## src/rtl/cnn_conv1_pkg.sv

```systemverilog
// cnn_conv1_pkg
//   Shared definitions for the conv1 MAC sequencer:
//   - FSM state type
//   - operand and result widths for the 14s x 9s multiplier
//   - output clamp limits
package cnn_conv1_pkg;

    typedef enum logic [1:0] {
        S_IDLE  = 2'd0,
        S_RUN   = 2'd1,
        S_DRAIN = 2'd2,
        S_DONE  = 2'd3
    } state_t;

    localparam int X_W = 14;   // pixel operand
    localparam int W_W = 9;    // weight operand
    localparam int P_W = 23;   // product
    localparam int Y_W = 14;   // output pixel

    localparam int OUT_MAX = 8191;
    localparam int OUT_MIN = -8192;

endpackage

```

## src/rtl/cnn_conv1_round_sat.sv

```systemverilog
// cnn_conv1_round_sat
//   Combinational output stage: round-half-up removal of FRAC_SHIFT
//   fractional bits, saturation to the signed 14-bit range and optional ReLU.
// Ports:
//   acc  in   ACC_W  signed accumulator value
//   y    out  14     signed result
module cnn_conv1_round_sat
    import cnn_conv1_pkg::*;
#(
    parameter int ACC_W      = 32,
    parameter int FRAC_SHIFT = 8,
    parameter int RELU       = 1
) (
    input  logic [ACC_W-1:0] acc,
    output logic [Y_W-1:0]   y
);

    localparam logic signed [ACC_W:0] HALF  = (ACC_W+1)'(1) << (FRAC_SHIFT - 1);
    localparam logic signed [ACC_W:0] MAX_E = (ACC_W+1)'(OUT_MAX);
    localparam logic signed [ACC_W:0] MIN_E = (ACC_W+1)'(OUT_MIN);

    logic signed [ACC_W:0] sum;
    logic signed [ACC_W:0] r;

    always_comb begin
        // One guard bit so adding the rounding constant can never wrap.
        sum = $signed({acc[ACC_W-1], acc}) + HALF;
        r   = sum >>> FRAC_SHIFT;
        if (r > MAX_E) begin
            y = Y_W'(OUT_MAX);
        end else if (r < MIN_E) begin
            y = Y_W'(OUT_MIN);
        end else begin
            y = r[Y_W-1:0];
        end
        if (RELU != 0 && r < 0) begin
            y = '0;
        end
    end

endmodule

```

## src/rtl/cnn_conv1_mac_ctrl.sv

```systemverilog
// cnn_conv1_mac_ctrl
//   Computes one conv1 output pixel as bias + sum of NTAPS pixel*weight
//   products through an external combinational multiplier, then rounds,
//   saturates and optionally applies ReLU.
// Ports:
//   ap_clk, ap_rst_n          clock, async active-low reset
//   ap_start/done/idle/ready  block-level handshake
//   bias                      signed bias, captured on start
//   x_address0/x_ce0/x_q0     pixel memory port (1-cycle latency)
//   w_address0/w_ce0/w_q0     weight memory port (1-cycle latency)
//   mul_din0/mul_din1         multiplier operands (memory data passthrough)
//   mul_dout                  signed product
//   y_out/y_out_ap_vld        registered result and its valid pulse
module cnn_conv1_mac_ctrl
    import cnn_conv1_pkg::*;
#(
    parameter int NTAPS      = 9,
    parameter int ADDR_W     = 4,
    parameter int ACC_W      = 32,
    parameter int FRAC_SHIFT = 8,
    parameter int RELU       = 1
) (
    input  logic              ap_clk,
    input  logic              ap_rst_n,
    input  logic              ap_start,
    output logic              ap_done,
    output logic              ap_idle,
    output logic              ap_ready,
    input  logic [X_W-1:0]    bias,
    output logic [ADDR_W-1:0] x_address0,
    output logic              x_ce0,
    input  logic [X_W-1:0]    x_q0,
    output logic [ADDR_W-1:0] w_address0,
    output logic              w_ce0,
    input  logic [W_W-1:0]    w_q0,
    output logic [X_W-1:0]    mul_din0,
    output logic [W_W-1:0]    mul_din1,
    input  logic [P_W-1:0]    mul_dout,
    output logic [Y_W-1:0]    y_out,
    output logic              y_out_ap_vld
);

    localparam logic [ADDR_W-1:0] LAST_TAP = ADDR_W'(NTAPS - 1);
    localparam logic [ADDR_W:0]   CNT_DONE = (ADDR_W+1)'(NTAPS);

    state_t                  state;
    logic                    idle_r;
    logic                    done_r;
    logic                    ce_r;
    logic [ADDR_W-1:0]       addr_r;
    logic                    v_rd;     // memory data valid this cycle
    logic                    v_p;      // prod_r holds a tap product
    logic signed [P_W-1:0]   prod_r;
    logic signed [ACC_W-1:0] acc;
    logic [ADDR_W:0]         cnt;      // taps accumulated so far
    logic [Y_W-1:0]          y_r;
    logic [Y_W-1:0]          y_next;

    assign x_address0   = addr_r;
    assign w_address0   = addr_r;
    assign x_ce0        = ce_r;
    assign w_ce0        = ce_r;
    assign mul_din0     = x_q0;
    assign mul_din1     = w_q0;
    assign ap_idle      = idle_r;
    assign ap_done      = done_r;
    assign ap_ready     = done_r;
    assign y_out_ap_vld = done_r;
    assign y_out        = y_r;

    cnn_conv1_round_sat #(
        .ACC_W      (ACC_W),
        .FRAC_SHIFT (FRAC_SHIFT),
        .RELU       (RELU)
    ) u_round_sat (
        .acc (acc),
        .y   (y_next)
    );

    always_ff @(posedge ap_clk or negedge ap_rst_n) begin
        if (!ap_rst_n) begin
            state  <= S_IDLE;
            idle_r <= 1'b1;
            done_r <= 1'b0;
            ce_r   <= 1'b0;
            addr_r <= '0;
            v_rd   <= 1'b0;
            v_p    <= 1'b0;
            prod_r <= '0;
            acc    <= '0;
            cnt    <= '0;
            y_r    <= '0;
        end else begin
            // Read -> multiply -> accumulate pipeline, one tap per stage.
            v_rd   <= ce_r;
            v_p    <= v_rd;
            done_r <= 1'b0;
            if (v_rd) begin
                prod_r <= signed'(mul_dout);
            end
            if (v_p) begin
                acc <= acc + ACC_W'(prod_r);
                cnt <= cnt + 1'b1;
            end

            case (state)
                S_IDLE: begin
                    if (ap_start) begin
                        state  <= S_RUN;
                        idle_r <= 1'b0;
                        ce_r   <= 1'b1;
                        addr_r <= '0;
                        cnt    <= '0;
                        acc    <= ACC_W'(signed'(bias)) <<< FRAC_SHIFT;
                    end
                end
                S_RUN: begin
                    if (addr_r == LAST_TAP) begin
                        ce_r   <= 1'b0;
                        addr_r <= '0;
                        state  <= S_DRAIN;
                    end else begin
                        addr_r <= addr_r + 1'b1;
                    end
                end
                S_DRAIN: begin
                    if (cnt == CNT_DONE) begin
                        y_r    <= y_next;
                        done_r <= 1'b1;
                        state  <= S_DONE;
                    end
                end
                S_DONE: begin
                    idle_r <= 1'b1;
                    state  <= S_IDLE;
                end
                default: begin
                    state <= S_IDLE;
                end
            endcase
        end
    end

endmodule

```

## config.mk

```make
export PLATFORM = sky130hd
export DESIGN_NAME = cnn_conv1_mac_ctrl
export DESIGN_NICKNAME = d
export VERILOG_FILES = /design/src/rtl/cnn_conv1_pkg.sv /design/src/rtl/cnn_conv1_round_sat.sv /design/src/rtl/cnn_conv1_mac_ctrl.sv
export SDC_FILE = /design/constraint.sdc
export NUM_CORES = 1
export LEC_CHECK = 0
export ABC_AREA = 1
export BUFFER_PORTS_ARGS = -buffer_cell sky130_fd_sc_hd__buf_4
export CORE_UTILIZATION = 45
export DETAILED_ROUTE_END_ITERATION = 12
export PLACE_DENSITY_LB_ADDON = 0.12
export SLEW_MARGIN = 40
export SYNTH_ARGS = -nofsm -noshare
export SYNTH_HDL_FRONTEND = slang
export SYNTH_SLANG_ARGS = --single-unit
```

## constraint.sdc

```tcl
create_clock -name ap_clk -period 2.7 [get_ports ap_clk]
set_input_delay 0.54 -clock ap_clk [delete_from_list [all_inputs] [get_ports ap_clk]]
set_output_delay 0.54 -clock ap_clk [all_outputs]
set_load 0.01 [all_outputs]
```

Word-level counts from Yosys, hierarchy flattened --
Cells that the tools add are included.
Word-level totals: register bits after elaboration 85, input port bits 63
Cells by class: muxes and demuxes 23, order comparisons 3, reduce and logical (&&, ||, !) cells 8, add/sub/neg operators 4, equality and inequality tests 8
Operator list (count):
- $mux W32 | 3
- $mux W14 | 3
- $add A32 B9 Y33 const B | 1
- $add A32 B23 Y32 | 1
- $gt A25 B14 Y1 const B | 1
- $lt A25 B1 Y1 const B | 1
- $lt A25 B14 Y1 const B | 1
- $mux W5 | 3
- $mux W4 | 2
- $pmux W2 S4 | 1
- $pmux W4 S2 | 1
- $mux W2 | 3
- $ne A2 B2 Y1 const B | 3
- $reduce_and A2 Y1 | 3
- $reduce_and A3 Y1 | 2
- $add A5 B1 Y5 const B | 1
- $eq A5 B4 Y1 const B | 1
- $mux W1 | 5
- $add A4 B1 Y4 const B | 1
- $eq A2 B2 Y1 const B | 2
- $eq A4 B4 Y1 const B | 1
- $pmux W1 S2 | 2
- $reduce_bool A2 Y1 | 2
- $eq A2 B1 Y1 const B | 1
- $logic_not A2 Y1 | 1

Logic depth before layout (Yosys ltp) --
depth after elaboration 5, depth in mapped cells 15, gate-level depth less buffers 15

Hierarchy --
A second synthesis with hierarchy kept.
Unflattened totals: cells, all modules 1057, area, all modules 7156.9 µm²
By module, submodules not included:
- cnn_conv1_mac_ctrl | cells each 877, sequential area each 2128.3 µm², area an instance 6185.9 µm², times used 1
- cnn_conv1_round_sat | cells each 180, sequential area each 0.0 µm², area an instance 970.9 µm², times used 1

Worst setup path before layout --
No wires, ideal clock.
path kind reg-to-reg, start register prod_r[0], end register acc[28], stages on the path, launching flop included 15, data required time 2.622 ns, period minus slack after synthesis 1.941 ns, library setup time 0.078 ns, arrival 1.863 ns, slack 0.759 ns, buffers on the path 0, cell sequence dfrtp_1 ha_1 fa_1 nand2_1 nand2_1 o21a_1 nand2_1 nand2_1 nand2_1 nand2_1 nand3b_1 nand2_1 nand2_1 nand3_1 a21oi_1
On the way: longest elaborated chain between the ends 4
Ends and longest elaborated chain:
- start: declaration | line cnn_conv1_mac_ctrl.sv:53 | logic signed [P_W-1:0] prod_r;
- start signal: assignment | line cnn_conv1_mac_ctrl.sv:99 | prod_r <= signed'(mul_dout);
- $add A32 B23 Y32 (*) | line cnn_conv1_mac_ctrl.sv:102 | acc <= acc + ACC_W'(prod_r);
- $mux W32 (*) | line cnn_conv1_mac_ctrl.sv:101 | if (v_p) begin
- $mux W32 | line cnn_conv1_mac_ctrl.sv:108 | if (ap_start) begin
- $mux W32 (*) | line cnn_conv1_mac_ctrl.sv:106 | case (state)
- end signal: assignment | line cnn_conv1_mac_ctrl.sv:102
- end signal: assignment | line cnn_conv1_mac_ctrl.sv:114 | acc <= ACC_W'(signed'(bias)) <<< FRAC_SHIFT;
- end: declaration | line cnn_conv1_mac_ctrl.sv:54 | logic signed [ACC_W-1:0] acc;
Every way passes the cells marked *; elsewhere a longest branch is shown, timed or not. A chain may end at the register's enable or synchronous reset.

Final worst setup path --
start register acc[9], end register acc[26]
On the way: longest elaborated chain between the ends 4
Ends and longest elaborated chain (line):
- $add A32 B23 Y32 (*) | cnn_conv1_mac_ctrl.sv:102
- $mux W32 (*) | cnn_conv1_mac_ctrl.sv:101
- $mux W32 | cnn_conv1_mac_ctrl.sv:108
- $mux W32 (*) | cnn_conv1_mac_ctrl.sv:106
Marked as above.

==> run metrics <==
# DRC 0; CTS resizes 0; per-cell routed wire length 15.05 µm; Final Non-Filler Cells about 1100; crit path max-delay cell type dfrtp_1; Final Slew Violations 0; post-route ant nets 0; CTS Root Buffer Type clkbuf_16; Yosys top cell area share 32.79%; initial antenna violation count 0; PnR worst setup slack 0.4133 ns; CP Capture Type flip-flop; Ant. Diodes 0; Clock power frac 12.8%; CP dominant cell by count a21oi_1; RR Endpoint acc[26]$_DFF_PN0_; CTS sink count 85; maximum VDD drop 0.6000 mV; Slew @ Worst Pin 0.6329 ns; Switch Pwr 0.005522 W; DRT iter0 DRCs approximately 320; clock latency on the worst-skew pair around 0.35 ns; Post-CTS Setup Bufs 0; CTS Buf Count 9; CTS H-Tree Depth 3; die footprint 0.01473 mm²; cell types occupying the most area after synthesis dfrtp_1 (33%), nand2_1 (13%), a21oi_1 (8.7%), ha_1 (7.8%), nor2_1 (5.9%); PwrDens 1497 mW/mm²; FILL cells 1425; RSZ-0062 raised after global routing no; first-pass GRT wire length 27.95 mm; Worst R2R Setup Slack 0.41 ns; most frequent cells in the layout nand2_1 (219), a21oi_1 (110), nor2_1 (101); sw frac 50.72%; Netlist cell types 34; worst-path cell chain ha_1 > a21oi_1 > o21ai_0 > a21oi_1 > o21ai_0 > buf_4 > nand2_1 > nand3_1 > nand2_1 > nand3_1 > a21oi_1; slew margin rel. 57.81%; Seq/Total Area, Yosys ~33%; number of global-route vias before repair 5539; worst r2r src acc[9]$_DFF_PN0_; GPL Wtd Cong 0.9177; Core ar. 0.01388 mm²; HP Class in -> async; crit share post-route 84.69%; P_int roughly 0.0054 W; CTS tree yes; drt first pass iters 5; Max clock buf depth 2; Data arrival, critical path 2.57 ns; multi-input logic area 0.003682 mm²; crit start category flip-flop; max incr delay on CP 0.47 ns; P_leak 3.507 nW; Netlist Area Pre-Place 0.006411 mm²; Reg area 0.002128 mm²; Die Ht 121.4 µm; CTS Hold Bufs 0; status finished clean; Avg Synthesized Cell Area about 7.1 µm²; final setup fails 0; Flop pwr share 23.8%; Worst Path Required 2.98 ns; placed insts between 1000 and 1500; layout cell share with drive strength beyond 1 15.12%; FF+latch count, synth 85; Ys Warns 0; Core Rows between 40 and 50; Die W 121.4 µm; total track usage 24.63%; final WL 16.95 mm; port bufs 67; # Max-Cap Violations 0; Starting Density between 40% and 50%; Max Clock Skew 0.009671 ns; Area growth, synth to finish 13.45%; cell accounting for the most synthesized area dfrtp_1; synthesized netlist cell count 898; total grt overflow 0; hpwl dp 13.09 mm; Boundary Pins 114; dpl cell area just under 0.007 mm²; setup TNS 0 ns; DR vias/cell 5.282; worst reg-to-reg path cell count 11; Hold Vio Cnt, Final 0; Mapped Nets 1002; Comb pwr share 63.4%; commonest non-fill, non-tap cell in the layout nand2_1; Place WS 0.4617 ns; Reg clk slew, reported paths ~0.070 ns; Net count, final around 1000; critical path class reg -> reg; Max Clk Rate 437.3 MHz; Design Area, Final 0.007273 mm²; minimum clock period between 2 and 2.5 ns; total power 0.01089 W; crit path max fanout 7; Via Count 5948; largest net degree at the start of global routing 46
-- registers in the layout (all words and copies together), names as in the netlist, 2 cells and up --
name / flops
prod_r: 23
y_out: 14
cnt: 5
w_address0: 4
state: 2
acc: 32
-- area by class of cell --
class / count / area share [%]
clock buffer: 9 / 3.097
sequential: 85 / 29.26
clock inverter: 7 / 1.411
inverter: 79 / 4.077
timing repair buffer: 80 / 8.429
multi-input combinational: 686 / 50.63
tap: 180 / 3.097
-- cells by family after synthesis --
family,synth area share [%]
mux,4.040
compound gates,14.17
fa+ha+maj,8.119
buf+inv,9.426
simple gates,28.86
xor+xnor,2.186
flops,33.20
-- how the worst max path moves through the flow --
| stage | startpoint | end | slack, ns |
|---|---|---|---|
| finish | acc[9]$_DFF_PN0_ | acc[26]$_DFF_PN0_ | 0.41 |
| global route | prod_r[0]$_DFFE_PN0P_ | acc[28]$_DFF_PN0_ | 0.21 |
| CTS | acc[9]$_DFF_PN0_ | acc[10]$_DFF_PN0_ | 0.44 |
| detailed placement | acc[9]$_DFF_PN0_ | acc[10]$_DFF_PN0_ | 0.46 |
| global placement | acc[9]$_DFF_PN0_ | acc[10]$_DFF_PN0_ | 0.48 |
| floorplan | prod_r[0]$_DFFE_PN0P_ | acc[28]$_DFF_PN0_ | 0.76 |
-- stage by stage --
stage	hold slack, ns	util (%)
global route	0.2105	52.40
floorplan	0.2444	-
finish	0.1657	52.40
CTS	0.1832	52.40
detailed placement	0.4357	50.04
global placement	0.4396	50.01
-- power by group through the flow --
| stage | combinational [W] | clock, W | sequential (W) |
|---|---|---|---|
| 2_1_floorplan | 0.00513 | 0 | 0.00240 |
| 3_3_place_gp | 0.00680 | 0 | 0.00261 |
| 3_5_place_dp | 0.00681 | 0 | 0.00262 |
| 4_1_cts | 0.00685 | 0.00141 | 0.00260 |
| 5_1_grt | 0.00784 | 0.00146 | 0.00269 |
| 6_report | 0.00690 | 0.00139 | 0.00259 |
-- metal layers --
layer  share of wire [%]  track usage [%]  wire [µm]
met5                   0                0          0
met4                 2.1            10.49        355
met2                  45            38.78       7660
met3                 4.4            2.820        747
met1                  48            34.01       8183
-- synthesized netlist by cell type, drive strengths merged --
cell type	instances
nor4	2
mux2	23
a21o	2
or2	10
nor3	14
clkbuf	15
o21a	5
inv	78
nor2	107
o211ai	6
a21oi	113
xor2	11
a211oi	1
clkinv	1
nand2	222
fa	1
ha	40
xnor2	5
dfrtp	84
and3	1
o21bai	4
o21ai	40
buf	33
nand3	56
dfstp	1
nand4	13
nand3b	10
-- worst max-delay path, delay by kind of cell (launching register included) --
kind            cells  cell delay (ns)
fa+ha+maj           1             0.37
compound gates      5             0.90
simple gates        4             0.30
buf+inv             1             0.17
flops               1             0.47
No activity file was read; power rests on OpenSTA's default activity.
